## src/rtl/router_pkg.sv

```systemverilog
// rtl/router_pkg.sv - shared types and constants for the router ingress slice
// Purpose : FSM state encoding, header field widths, the reserved address
//           value and a small per-port flag select helper.
// Ports   : none (package).
package router_pkg;

  localparam int BYTE_W = 8;
  localparam int LEN_W  = 6;
  localparam int ADDR_W = 2;
  localparam int NPORT  = 3;

  localparam logic [ADDR_W-1:0] ADDR_INVALID = 2'b11;

  typedef enum logic [2:0] {
    DECODE_ADDRESS     = 3'd0,
    WAIT_TILL_EMPTY    = 3'd1,
    LOAD_FIRST_DATA    = 3'd2,
    LOAD_DATA          = 3'd3,
    LOAD_PARITY        = 3'd4,
    CHECK_PARITY_ERROR = 3'd5
  } state_t;

  function automatic logic [LEN_W-1:0] hdr_len(input logic [BYTE_W-1:0] hdr);
    return hdr[7:2];
  endfunction

  function automatic logic [ADDR_W-1:0] hdr_addr(input logic [BYTE_W-1:0] hdr);
    return hdr[1:0];
  endfunction

  // Pick one port's flag; the reserved address reads as 0 so it can never
  // look like an empty FIFO or a soft reset request.
  function automatic logic sel_port(input logic [NPORT-1:0] v,
                                    input logic [ADDR_W-1:0] a);
    case (a)
      2'd0:    return v[0];
      2'd1:    return v[1];
      2'd2:    return v[2];
      default: return 1'b0;
    endcase
  endfunction

endpackage

```

## src/rtl/router_parity_chk.sv

```systemverilog
// rtl/router_parity_chk.sv - running packet parity and error flag
// Purpose : XOR-accumulates header and payload, latches the trailing parity
//           byte and registers the mismatch as err.
// Ports   : clock, resetn       - clock, async active-low reset
//           hdr_load            - header accepted: restart accumulator, clear err
//           payload_load        - payload byte accepted: fold into accumulator
//           parity_load         - parity byte accepted: latch it
//           check_en            - compare accumulator with latched parity
//           data_in             - byte being accepted
//           err                 - parity mismatch of last completed packet
module router_parity_chk
  import router_pkg::*;
(
  input  logic              clock,
  input  logic              resetn,
  input  logic              hdr_load,
  input  logic              payload_load,
  input  logic              parity_load,
  input  logic              check_en,
  input  logic [BYTE_W-1:0] data_in,
  output logic              err
);

  logic [BYTE_W-1:0] parity_acc;
  logic [BYTE_W-1:0] pkt_parity;

  always_ff @(posedge clock or negedge resetn) begin
    if (!resetn) begin
      parity_acc <= '0;
      pkt_parity <= '0;
      err        <= 1'b0;
    end else begin
      if (hdr_load)
        parity_acc <= data_in;
      else if (payload_load)
        parity_acc <= parity_acc ^ data_in;

      if (parity_load)
        pkt_parity <= data_in;

      // err is sticky across idle time and aborted packets; only a new
      // accepted header clears it.
      if (hdr_load)
        err <= 1'b0;
      else if (check_en)
        err <= (parity_acc != pkt_parity);
    end
  end

endmodule

```

## src/rtl/router_ingress.sv

```systemverilog
// rtl/router_ingress.sv - packet ingress FSM steering bytes into 3 output FIFOs
// Purpose : decodes {len,addr} header, waits for the target FIFO to drain,
//           writes header, payload and parity to it, checks parity.
// Ports   : clock, resetn            - clock, async active-low reset
//           pkt_valid, data_in       - source byte stream
//           fifo_full, fifo_empty    - per-FIFO status
//           soft_reset               - per-FIFO abort request
//           write_enb, dout          - one-hot write strobe and byte to FIFOs
//           lfd_state                - marks the header write
//           busy                     - source must hold its byte while high
//           err, parity_done         - parity result and completion pulse
module router_ingress
  import router_pkg::*;
(
  input  logic              clock,
  input  logic              resetn,
  input  logic              pkt_valid,
  input  logic [BYTE_W-1:0] data_in,
  input  logic [NPORT-1:0]  fifo_full,
  input  logic [NPORT-1:0]  fifo_empty,
  input  logic [NPORT-1:0]  soft_reset,
  output logic [NPORT-1:0]  write_enb,
  output logic [BYTE_W-1:0] dout,
  output logic              lfd_state,
  output logic              busy,
  output logic              err,
  output logic              parity_done
);

  state_t             state;
  state_t             state_nxt;
  logic [ADDR_W-1:0]  addr;
  logic [LEN_W-1:0]   len;
  logic [LEN_W-1:0]   remaining;
  logic [BYTE_W-1:0]  hdr_reg;

  logic               full_sel;
  logic               empty_sel;
  logic               abort;
  logic               accept;
  logic               hdr_ok;
  logic               hdr_take;
  logic               payload_take;
  logic               parity_take;
  logic               check_en;
  logic [NPORT-1:0]   port_onehot;

  assign full_sel    = sel_port(fifo_full, addr);
  assign empty_sel   = sel_port(fifo_empty, addr);
  assign port_onehot = 3'b001 << addr;

  // Only the soft reset of the port currently being fed matters, and only
  // once a packet is in flight.
  assign abort  = (state != DECODE_ADDRESS) && sel_port(soft_reset, addr);

  always_comb begin
    busy = 1'b1;
    case (state)
      DECODE_ADDRESS:         busy = 1'b0;
      LOAD_DATA, LOAD_PARITY: busy = full_sel;
      default:                busy = 1'b1;
    endcase
  end

  assign accept       = pkt_valid && !busy;
  assign hdr_ok       = hdr_addr(data_in) != ADDR_INVALID;
  assign hdr_take     = (state == DECODE_ADDRESS) && accept && hdr_ok;
  assign payload_take = (state == LOAD_DATA) && accept && !abort;
  assign parity_take  = (state == LOAD_PARITY) && accept && !abort;
  assign check_en     = (state == CHECK_PARITY_ERROR) && !abort;

  always_comb begin
    write_enb   = '0;
    dout        = '0;
    lfd_state   = 1'b0;
    parity_done = 1'b0;
    if (!abort) begin
      case (state)
        LOAD_FIRST_DATA: begin
          write_enb = port_onehot;
          dout      = hdr_reg;
          lfd_state = 1'b1;
        end
        LOAD_DATA, LOAD_PARITY: begin
          if (accept) begin
            write_enb = port_onehot;
            dout      = data_in;
          end
        end
        CHECK_PARITY_ERROR: parity_done = 1'b1;
        default: ;
      endcase
    end
  end

  always_comb begin
    state_nxt = state;
    if (abort) begin
      state_nxt = DECODE_ADDRESS;
    end else begin
      case (state)
        DECODE_ADDRESS:
          if (hdr_take)
            state_nxt = sel_port(fifo_empty, hdr_addr(data_in)) ? LOAD_FIRST_DATA
                                                                : WAIT_TILL_EMPTY;
        WAIT_TILL_EMPTY:
          if (empty_sel) state_nxt = LOAD_FIRST_DATA;
        LOAD_FIRST_DATA:
          state_nxt = (len != '0) ? LOAD_DATA : LOAD_PARITY;
        LOAD_DATA:
          if (payload_take && remaining == 6'd1) state_nxt = LOAD_PARITY;
        LOAD_PARITY:
          if (parity_take) state_nxt = CHECK_PARITY_ERROR;
        CHECK_PARITY_ERROR:
          state_nxt = DECODE_ADDRESS;
        default:
          state_nxt = DECODE_ADDRESS;
      endcase
    end
  end

  always_ff @(posedge clock or negedge resetn) begin
    if (!resetn) begin
      state     <= DECODE_ADDRESS;
      addr      <= '0;
      len       <= '0;
      remaining <= '0;
      hdr_reg   <= '0;
    end else begin
      state <= state_nxt;
      if (hdr_take) begin
        addr      <= hdr_addr(data_in);
        len       <= hdr_len(data_in);
        remaining <= hdr_len(data_in);
        hdr_reg   <= data_in;
      end else if (payload_take) begin
        remaining <= remaining - 6'd1;
      end
    end
  end

  router_parity_chk u_parity_chk (
    .clock        (clock),
    .resetn       (resetn),
    .hdr_load     (hdr_take),
    .payload_load (payload_take),
    .parity_load  (parity_take),
    .check_en     (check_en),
    .data_in      (data_in),
    .err          (err)
  );

endmodule

```

## config.mk

```make
export PLATFORM = sky130hd
export DESIGN_NAME = router_ingress
export DESIGN_NICKNAME = d
export VERILOG_FILES = /design/src/rtl/router_pkg.sv /design/src/rtl/router_parity_chk.sv /design/src/rtl/router_ingress.sv
export SDC_FILE = /design/constraint.sdc
export NUM_CORES = 1
export LEC_CHECK = 0
export BUFFER_PORTS_ARGS = -buffer_cell sky130_fd_sc_hd__buf_2
export CAP_MARGIN = 30
export CORE_ASPECT_RATIO = 0.5
export CORE_MARGIN = 4
export CORE_UTILIZATION = 35
export CTS_CLUSTER_SIZE = 40
export DETAILED_ROUTE_END_ITERATION = 8
export GPL_ROUTABILITY_DRIVEN = 1
export SLEW_MARGIN = 15
export SYNTH_ARGS = -nofsm -noshare
export SYNTH_HDL_FRONTEND = slang
export SYNTH_SLANG_ARGS = --single-unit
```

## constraint.sdc

```tcl
create_clock -name clock -period 3.2 [get_ports clock]
set_input_delay 0.16 -clock clock [delete_from_list [all_inputs] [get_ports clock]]
set_output_delay 0.16 -clock clock [all_outputs]
set_load 0.05 [all_outputs]
```

# Word level (Yosys, flattened, before mapping)
# Cells that the tools add are included.
[op_classes]
eq_ne = 16
bitwise_logic = 1
muxes = 32
shift = 1
n_reduce_logical = 21
n_addsub = 1
[op_table]
columns = ["operator", "n"]
rows = [
  ["$mux 8", 4],
  ["$mux 3", 8],
  ["$pmux 8 s2", 1],
  ["$pmux 3 s5", 1],
  ["$mux 6", 2],
  ["$pmux 1 s3", 4],
  ["$logic_and 1x1->1", 10],
  ["$mux 1", 9],
  ["$ne 3x3->1 const B", 3],
  ["$ne 8x8->1", 1],
  ["$xor 8x8->8", 1],
  ["$eq 3x2->1 const B", 2],
  ["$eq 3x3->1 const B", 2],
  ["$eq 6x1->1 const B", 1],
  ["$pmux 3 s2", 1],
  ["$reduce_bool 6->1", 1],
  ["$sub 6x1->6 const B", 1],
  ["$eq 2x1->1 const B", 2],
  ["$eq 2x2->1 const B", 2],
  ["$logic_not 2->1", 2],
  ["$reduce_and 4->1", 1],
  ["$reduce_bool 2->1", 2],
  ["$eq 3x1->1 const B", 1],
  ["$logic_not 3->1", 1],
  ["8 further kinds", 9],
]
[totals]
out_inout_bits = 15
register_bits = 42
wordCells = 80

# Logic depth before layout (Yosys ltp)
# Gate-level depths: netlist (run 1).
[logic_depth]
ltp_word = 14
ltp_mapped = 7
depth_no_buf = 6

# Hierarchy
# A second synthesis (run 1) with hierarchy kept.
[unflattened]
hier_cells = 225
area_unflattened_um2 = 2037.0
[by_module_without_submodules]
columns = ["mod", "seq_area_each_um2", "area_per_inst_um2", "n_inst", "cells_per_inst"]
rows = [
  ["router_ingress", 425.4, 1248.7, 1, 157],
  ["router_parity_chk", 425.4, 788.3, 1, 68],
]

# Least setup slack after synthesis (run 1)
# OpenSTA, ideal clock, no wires.
[synth_timing]
path_type = "flip-flop to output port"
startpoint = "reg addr[0]"
endpoint = "out write_enb[1]"
n_path_buf = 2
stages_incl_launch_ff = 6
t_required_ns = 3.040
setup_slack_ns = 0.263
t_arrival_ns = 2.777
cell_sequence = "dfrtp_1 > buf_2 > clkbuf_1 > o211a_1 > a22oi_1 > nor4b_1"
[synth_via]
elab_chain_cells = 8
word_cells_on_any_way = 13
classes_between = "eq/ne (2); shift (1); mux (6); reduce/logical (4)"
[synth_lines]
columns = ["item", "line_no", "source"]
rows = [
  ["start, declared", "router_ingress.sv:32", "logic [ADDR_W-1:0] addr;"],
  ["start signal, assigned", "router_ingress.sv:132", "addr <= hdr_addr(data_in);"],
  ["$eq 2x2->1 (tied with other cells)", "router_pkg.sv:35", "case (a)"],
  ["$pmux 1 s3", "router_pkg.sv:35", ""],
  ["$pmux 1 s2", "router_ingress.sv:58", "case (state)"],
  ["$logic_not 1->1", "router_ingress.sv:65", "assign accept = pkt_valid && !busy;"],
  ["$logic_and 1x1->1", "router_ingress.sv:65", ""],
  ["$mux 3", "router_ingress.sv:85", "if (accept) begin"],
  ["$pmux 3 s2", "router_ingress.sv:78", "case (state)"],
  ["$mux 3 *", "router_ingress.sv:77", "if (!abort) begin"],
  ["end, declared", "router_ingress.sv:22", "output logic [NPORT-1:0] write_enb,"],
]
# Every way passes the cells marked *; elsewhere a longest branch is shown, timed or not.

==> results of run 1 <==
## Yosys cell counts (all sizes together) (3+ instances only)
master,number
dfrtp,34
o211a,3
mux2i,8
a21oi,17
clkbuf,9
o21ai,5
nand3,8
nor2b,5
inv,4
a311oi,6
nor4,4
o21a,3
buf,4
xor2,10
nor2,22
mux2,9
nand3b,6
a22oi,9
nor3,3
and3,3
nand2,38
o221ai,3
## final cells by class
cell class | instances | area, um2 | share of cell area [%]
Clock buffer | 6 | 139 | 5.41
Multi-Input combinational cell | 187 | 1220 | 47.6
Timing Repair Buffer | 36 | 188 | 7.31
Inverter | 4 | 15.0 | 0.585
Sequential cell | 34 | 851 | 33.2
Tap cell | 73 | 91.3 | 3.56
Clock inverter | 2 | 60.1 | 2.34
## cell families after synthesis
group / after synthesis / synth area share [%]
compound gates: 56 / 19.3
xor+xnor: 11 / 4.49
fa+ha+maj: 2 / 1.17
buf+inv: 17 / 3.33
flops: 34 / 39.7
mux: 17 / 8.46
simple gates: 101 / 23.6
## power groups by stage
stage               Clock [uW]  Combinational (uW)  Sequential, uW
global placement             0                 856             854
finish                     641                 886             869
detailed placement           0                 880             871
floorplan                    0                 763             763
global route               677                 984             904
CTS                        656                 892             865
## path summary, 6_finish.rpt
| kind | end | slack (ns) | cells after the start |
|---|---|---|---|
| min in group asynchronous | len[1] | 0.49 | 2 |
| min | len[2] | 0.15 | 3 |
| max | dout[5] | 0.52 | 6 |
| max in group asynchronous | state[0] | 2.23 | 2 |
| max reg2reg | u_parity_chk.pkt_parity[0] | 0.93 | 4 |
| min reg2reg | u_parity_chk.parity_acc[3] | 0.51 | 1 |
## metrics by stage
stage                     cells  hold slack (ns)
after detailed placement    333            0.275
after floorplan             238           -0.136
after global routing        342            0.175
after CTS                   342            0.145
after global placement      333            0.263
final                       342            0.154
## critical path: cells and delay by family (launching register included)
| family | cells | cell delay (ns) |
|---|---|---|
| AOI/OAI and AO/OA | 3 | 0.77 |
| buffers and inverters | 1 | 0.27 |
| DFF | 1 | 0.61 |
| muxes | 1 | 0.46 |
| and+or+nand+nor | 1 | 0.13 |
## metal layers
| layer | wire, um | track usage, % | vias to the layer above | part of all wire, % |
|---|---|---|---|---|
| met4 | 60 | 3.90 | 0 | 1.1 |
| met5 | 0 | 0 | - | 0 |
| met2 | 2500 | 23.6 | 61 | 44 |
| li1 | - | - | 923 | - |
| met1 | 2700 | 22.6 | 912 | 47 |
| met3 | 427 | 4.20 | 7 | 7.5 |
==> impl_summary.txt, run 1 <==
----------------------------------------------------
[Clock network]
  Clock tree root driver cell ... sky130_fd_sc_hd__clkbuf_16
  Later-pin clock latency in the skew report ... approximately 0.28 ns
  Number of hold buffers added after cts ... 1
  Total CTS buffers ... 5
  Post-CTS Repair Setup Buffers ... 0
  Number of cells upsized or downsized after cts ... 0
  Clock H-tree levels ... 2
  Buffers from clock root to sink, at most ... 2
  Clock sink count ... 34
  Reg clk slew, reported paths ... about 0.05 ns
  CTS tree ... built

[Yosys]
  Sequential fraction of the synthesis area ... about two fifths
  Flip-flop and latch count after synthesis ... 34
  Top cells by area, synth ... sky130_fd_sc_hd__dfrtp_1, sky130_fd_sc_hd__nand2_1, sky130_fd_sc_hd__mux2_2, sky130_fd_sc_hd__xor2_1, sky130_fd_sc_hd__a21oi_1
  Number of synthesized flops with an enable pin ... 0
  Count of yosys warnings during synthesis ... 0
  Cell Area, Synth ... around 0.0021 mm2
  Portion of synthesized cell area occupied by the leading cell type ... around two fifths
  Async set-reset flop share out of synthesis ... 100%
  Top cell type by total area after synthesis ... sky130_fd_sc_hd__dfrtp_1
  Synthesized netlist cell count ... around 240
  Post-synth cell types ... 48
  Mean Syn Cell Area ... around 9 um2
  Total nets after synthesis ... between 200 and 300
  Post-synth top flop ... sky130_fd_sc_hd__dfrtp_1

[STA]
  Final setup violation count ... 0
  Final critical path time including I/O delays and setup ... between 2 and 3 ns
  Post-route clock period utilization ... a little over four fifths
  Least-Margin Pin Slew ... between 0.7 and 0.8 ns
  Unrepaired setup endpoints after global routing ... false
  Smallest setup slack after layout ... between 0.5 and 0.6 ns
  Maximum achievable frequency ... approximately 0.37 GHz
  Total count of hold-check failures in the final report ... 0
  Relative slew slack ... between 40 and 50%
  Max-slew violation count ... 0
  Maximum clock skew at final layout ... about 0.0032 ns
  Setup TNS after final layout ... 0 ns

[Power and ir drop]
  Clock network fraction of design power ... a little over a quarter
  Power per standard cell area ... about 930 mW/mm2
  Peak VDD IR ... between 200 and 300 uV
  Internal power ... around 1500 uW
  Combinational group share of total power ... between 30% and 40%
  Net Sw Power ... 931 uW
  Lkg Pwr ... ~0.0012 uW
  Share of total power consumed by net switching ... between 30% and 40%
  Total Power ... between 2000 and 2500 uW
  Share of total power in sequential cells ... between 30% and 40%

[Route]
  Total number of vias ... between 1.5k and 2k
  Vias/cell ... approximately 5.6
  Routed Wire Length ... 5.70 mm
  Iteration-0 DRC Markers ... 129
  Antenna-violating nets left ... 0
  Routed wirelength normalized by instance count ... 16.7 um
  Number of remaining DRC errors ... 0
  Count of TritonRoute iterations in the first routing pass ... 4

[Die]
  Total die area ... about 0.0075 mm2
  X dimension of the die ... between 100 and 150 um
  # IOs ... 35
  Core area ... about 0.0057 mm2
  Effective utilization at floorplan ... 37.6%
  Site row count ... 19
  Height of the chip ... about 63 um

[Critical path]
  Worst setup path category ... flip-flop to primary output
  Biggest fanout along the worst timing path ... 13
  Slowest-stage cell, CP ... sky130_fd_sc_hd__dfrtp_1
  Startpoint of the most critical setup path ... hdr_reg[1]
  Slowest Stage Delay on Critical Path ... about 0.61 ns
  Endpoint type of the worst setup path ... primary output
  Required time at the endpoint of the critical path ... between 3 and 4 ns
  FF-to-FF Start ... hdr_reg[1]
  Arrival time of the worst setup path ... approximately 2.5 ns
  CP startpoint kind ... flip-flop
  Worst path cell trace ... mux2i_1 -> o211ai_4 -> a21oi_2 -> a22oi_1 -> nor2_1 -> buf_2

[Layout]
  Biggest registers after layout ... u_parity_chk.parity_acc x8, u_parity_chk.pkt_parity x8
  Area Growth Syn to Fin ... 19.7%
  Nets@finish ... slightly below 300
  Share of post-route cells with drive strength above 1 ... between 20% and 30%
  Area of all placed cells without fillers ... 0.00257 mm2
  Most common cell after layout, fill and taps aside ... sky130_fd_sc_hd__nand2_1
  Fillcell total ... ~560
  Diode count ... 0
  Final Util ... between 40 and 50%
  Most frequent cells in the layout ... sky130_fd_sc_hd__nand2_1, sky130_fd_sc_hd__dfrtp_1, sky130_fd_sc_hd__buf_2, sky130_fd_sc_hd__nor2_1, sky130_fd_sc_hd__a21oi_1

[Run]
  Max-cap check violation count ... 0

[Worst hold path]
  Classification of the worst-slack hold path ... input port to flip-flop
  Hold Path Origin ... data_in[4]

[Placed design]
  Worst slack at placement ... approximately 0.83 ns
  Total cell area at the placement stage ... around 0.0024 mm2
  Final RePlAce weighted congestion ... between 0.8 and 0.9
  Count of input and output buffers ... 34
  Final HPWL DP ... between 4 and 5 mm

[Run status]
  Outcome ... finished clean

[Global route]
  Aggregate global routing overflow ... 0
  Antenna violations before repair ... 0
  Global-route usage over all layers ... around 16%
  Largest net degree at the start of global routing ... 35
  Number of global-route vias before repair ... about 1.8k
  First-pass GRT wire length ... around 9.4 mm

----------------------------------------------------
Power figures use the tool's default switching activity.
==> run 2, diff against run 1 <==
==> constraint.sdc (replaced) <==
create_clock -name clock -period 2.7 [get_ports clock]
set_input_delay 0.135 -clock clock [delete_from_list [all_inputs] [get_ports clock]]
set_output_delay 0.135 -clock clock [all_outputs]
set_load 0.05 [all_outputs]
==> run 2 against run 1 <==
Net effect: clock power grew 16%; setup slack got worse by 0.33 ns; first-iteration DRC count increased by 29%; design area is 0.15% higher; wire length fell by 0.46%; cell count increased by 0.29%; hold slack got worse by 0.019 ns; die area unchanged; clock-buffer cell count fell by 1; total power increased by 18%; clock skew shrank 0.00066 ns; global-route usage fell by 0.27 points.
==> impl_summary.txt, run 2 (synthesis results as in run 1) <==
----------------------------------------------------
[STA]
  Unrepaired setup endpoints after global routing ... false
  Final critical path time including I/O delays and setup ... ~2.5 ns
  Least-Margin Pin Slew ... approximately 0.76 ns
  Relative slew slack ... about half
  Total count of hold-check failures in the final report ... 0
  Post-route clock period utilization ... 92.8%
  Final setup violation count ... 0
  Setup TNS after final layout ... 0 ns
  Maximum achievable frequency ... around 0.40 GHz
  Max-slew violation count ... 0
  Smallest setup slack after layout ... around 0.20 ns
  Maximum clock skew at final layout ... around 0.0026 ns

[Critical path]
  Arrival time of the worst setup path ... around 2.4 ns
  Worst setup path category ... flip-flop to primary output
  Required time at the endpoint of the critical path ... ~2.6 ns
  Startpoint of the most critical setup path ... hdr_reg[1]
  Worst reg-to-reg setup slack ... ~0.61 ns
  Endpoint of the most critical register-to-register path ... u_parity_chk.pkt_parity[4]
  Critical path destination ... dout[4]
  CP startpoint kind ... flip-flop
  FF-to-FF Start ... hdr_reg[1]
  Biggest fanout along the worst timing path ... 13
  Reg2Reg Depth ... 4
  Endpoint type of the worst setup path ... primary output

[Clock network]
  Clock sink count ... 34
  Reg clk slew, reported paths ... approximately 0.05 ns
  CTS tree ... built
  Clock H-tree levels ... 2
  Later-pin clock latency in the skew report ... 0.27 ns
  Post-CTS Repair Setup Buffers ... 0
  Buffers from clock root to sink, at most ... 2
  Clock tree root driver cell ... sky130_fd_sc_hd__clkbuf_16
  Total CTS buffers ... 5

[Die]
  Site row count ... 19
  Effective utilization at floorplan ... between 30% and 40%
  Height of the chip ... about 63 um
  Core area ... between 0.005 and 0.006 mm2
  # IOs ... 35
  X dimension of the die ... 119 um
  Total die area ... roughly 0.0075 mm2

[Route]
  Top layer reached by signal wires ... met4
  Total number of vias ... 1920
  Met3 routed wirelength ... just under 400 um
  Iteration-0 DRC Markers ... roughly 170
  Wire length on met2 ... between 2 and 3 mm
  Count of TritonRoute iterations in the first routing pass ... 4
  Antenna-violating nets left ... 0
  Routed Wire Length ... about 5.7 mm
  Routed metal-1 wire length ... roughly 2.7 mm
  Routed wirelength normalized by instance count ... approximately 17 um
  Vias/cell ... between 5 and 6
  Number of remaining DRC errors ... 0

[Placed design]
  Final HPWL DP ... roughly 4.2 mm
  Worst slack at placement ... between 0.4 and 0.5 ns
  Count of placed standard cells including taps ... between 300 and 400
  Total cell area at the placement stage ... between 0.002 and 0.0025 mm2
  Final RePlAce weighted congestion ... ~0.9
  Count of input and output buffers ... 34

[Layout]
  Diode count ... 0
  Nets@finish ... roughly 290
  Final instance count without filler cells ... roughly 340
  Most frequent cells in the layout ... sky130_fd_sc_hd__nand2_1, sky130_fd_sc_hd__buf_2, sky130_fd_sc_hd__dfrtp_1, sky130_fd_sc_hd__nor2_1, sky130_fd_sc_hd__a21oi_1
  Area Growth Syn to Fin ... 19.8%
  Area of all placed cells without fillers ... between 0.002 and 0.003 mm2
  Most common cell after layout, fill and taps aside ... sky130_fd_sc_hd__nand2_1
  Share of post-route cells with drive strength above 1 ... between 20% and 30%
  Biggest registers after layout ... u_parity_chk.parity_acc x8, u_parity_chk.pkt_parity x8

[Global route]
  Aggregate global routing overflow ... 0
  Largest net degree at the start of global routing ... 35
  Antenna violations before repair ... 0
  Global-route usage over all layers ... 15.5%
  Number of global-route vias before repair ... between 1.5k and 2k
  First-pass GRT wire length ... 9.38 mm

[Power and ir drop]
  Peak VDD IR ... 328 uV
  Power per standard cell area ... 1100 mW/mm2
  Clock network fraction of design power ... 26.2%
  Share of total power consumed by net switching ... between 30% and 40%
  Lkg Pwr ... 0.00119 uW
  Net Sw Power ... approximately 1100 uW
  Internal power ... roughly 1700 uW
  Share of total power in sequential cells ... around 37%
  Total Power ... roughly 2800 uW
  Combinational group share of total power ... 37.2%

[Worst hold path]
  Classification of the worst-slack hold path ... input port to flip-flop
  Cells on Worst Hold Path ... 3

[Run]
  Max-cap check violation count ... 0

[Run status]
  Outcome ... finished clean

----------------------------------------------------
-- run 2: changes by cell type in the layout (fill, tap and decap cells not counted), sizes merged --
cell,delta
clkinv,+1
buf,+1
clkbuf,-1
-- run 2: per-stage QoR --
step,utilization (%),hold slack [ns]
after floorplan,-,-0.161
after global placement,41.4,0.239
after detailed placement,41.4,0.247
after CTS,45.0,0.126
after global routing,45.0,0.153
final,45.0,0.136
-- run 2: worst max-delay path: stages (launching register included) --
cell,delay (ns)
sky130_fd_sc_hd__dfrtp_2,0.51
sky130_fd_sc_hd__mux2i_1,0.41
sky130_fd_sc_hd__o211ai_4,0.19
sky130_fd_sc_hd__a21oi_2,0.41
sky130_fd_sc_hd__a22oi_1,0.17
sky130_fd_sc_hd__nor2_1,0.12
sky130_fd_sc_hd__buf_2,0.28
-- run 2: metal layers --
metal	GRT usage (%)	vias up
met5	0	-
met4	3.46	0
met3	3.75	2
met2	24.0	67
met1	21.9	919
li1	-	932
-- run 2: power by group through the flow --
| stage | Combinational, uW | Clock [uW] | Sequential [uW] |
|---|---|---|---|
| floorplan | 904 | 0 | 904 |
| global placement | 1020 | 0 | 1010 |
| detailed placement | 1040 | 0 | 1030 |
| CTS | 1050 | 754 | 1030 |
| global route | 1170 | 778 | 1080 |
| finish | 1050 | 742 | 1030 |
-- run 2: how the worst min path moves through the flow --
stage	from	end	slack (ns)
3_5_place_dp	resetn	len[1]	0.25
6_report	data_in[4]	len[2]	0.14
3_3_place_gp	resetn	len[0]	0.24
4_1_cts	data_in[4]	len[2]	0.13
5_1_grt	data_in[4]	len[2]	0.15
2_1_floorplan	resetn	addr[0]	-0.16
-- run 2: what timing repair did --
action                                 4_1_cts  5_1_grt
gates resized for setup                      0        1
endpoints found under the hold margin       34        0
hold buffers                                 1        0
setup endpoints to repair                    0        9
-- run 2: area by class of cell --
cell class,count,area (um2)
repair buffers,37,195
clock inverters,3,68.8
fillers,564,3140
well taps,73,91.3
multi-input cells,187,1220
flip-flops and latches,34,852
inverters,4,15.0
clock buffers,5,125
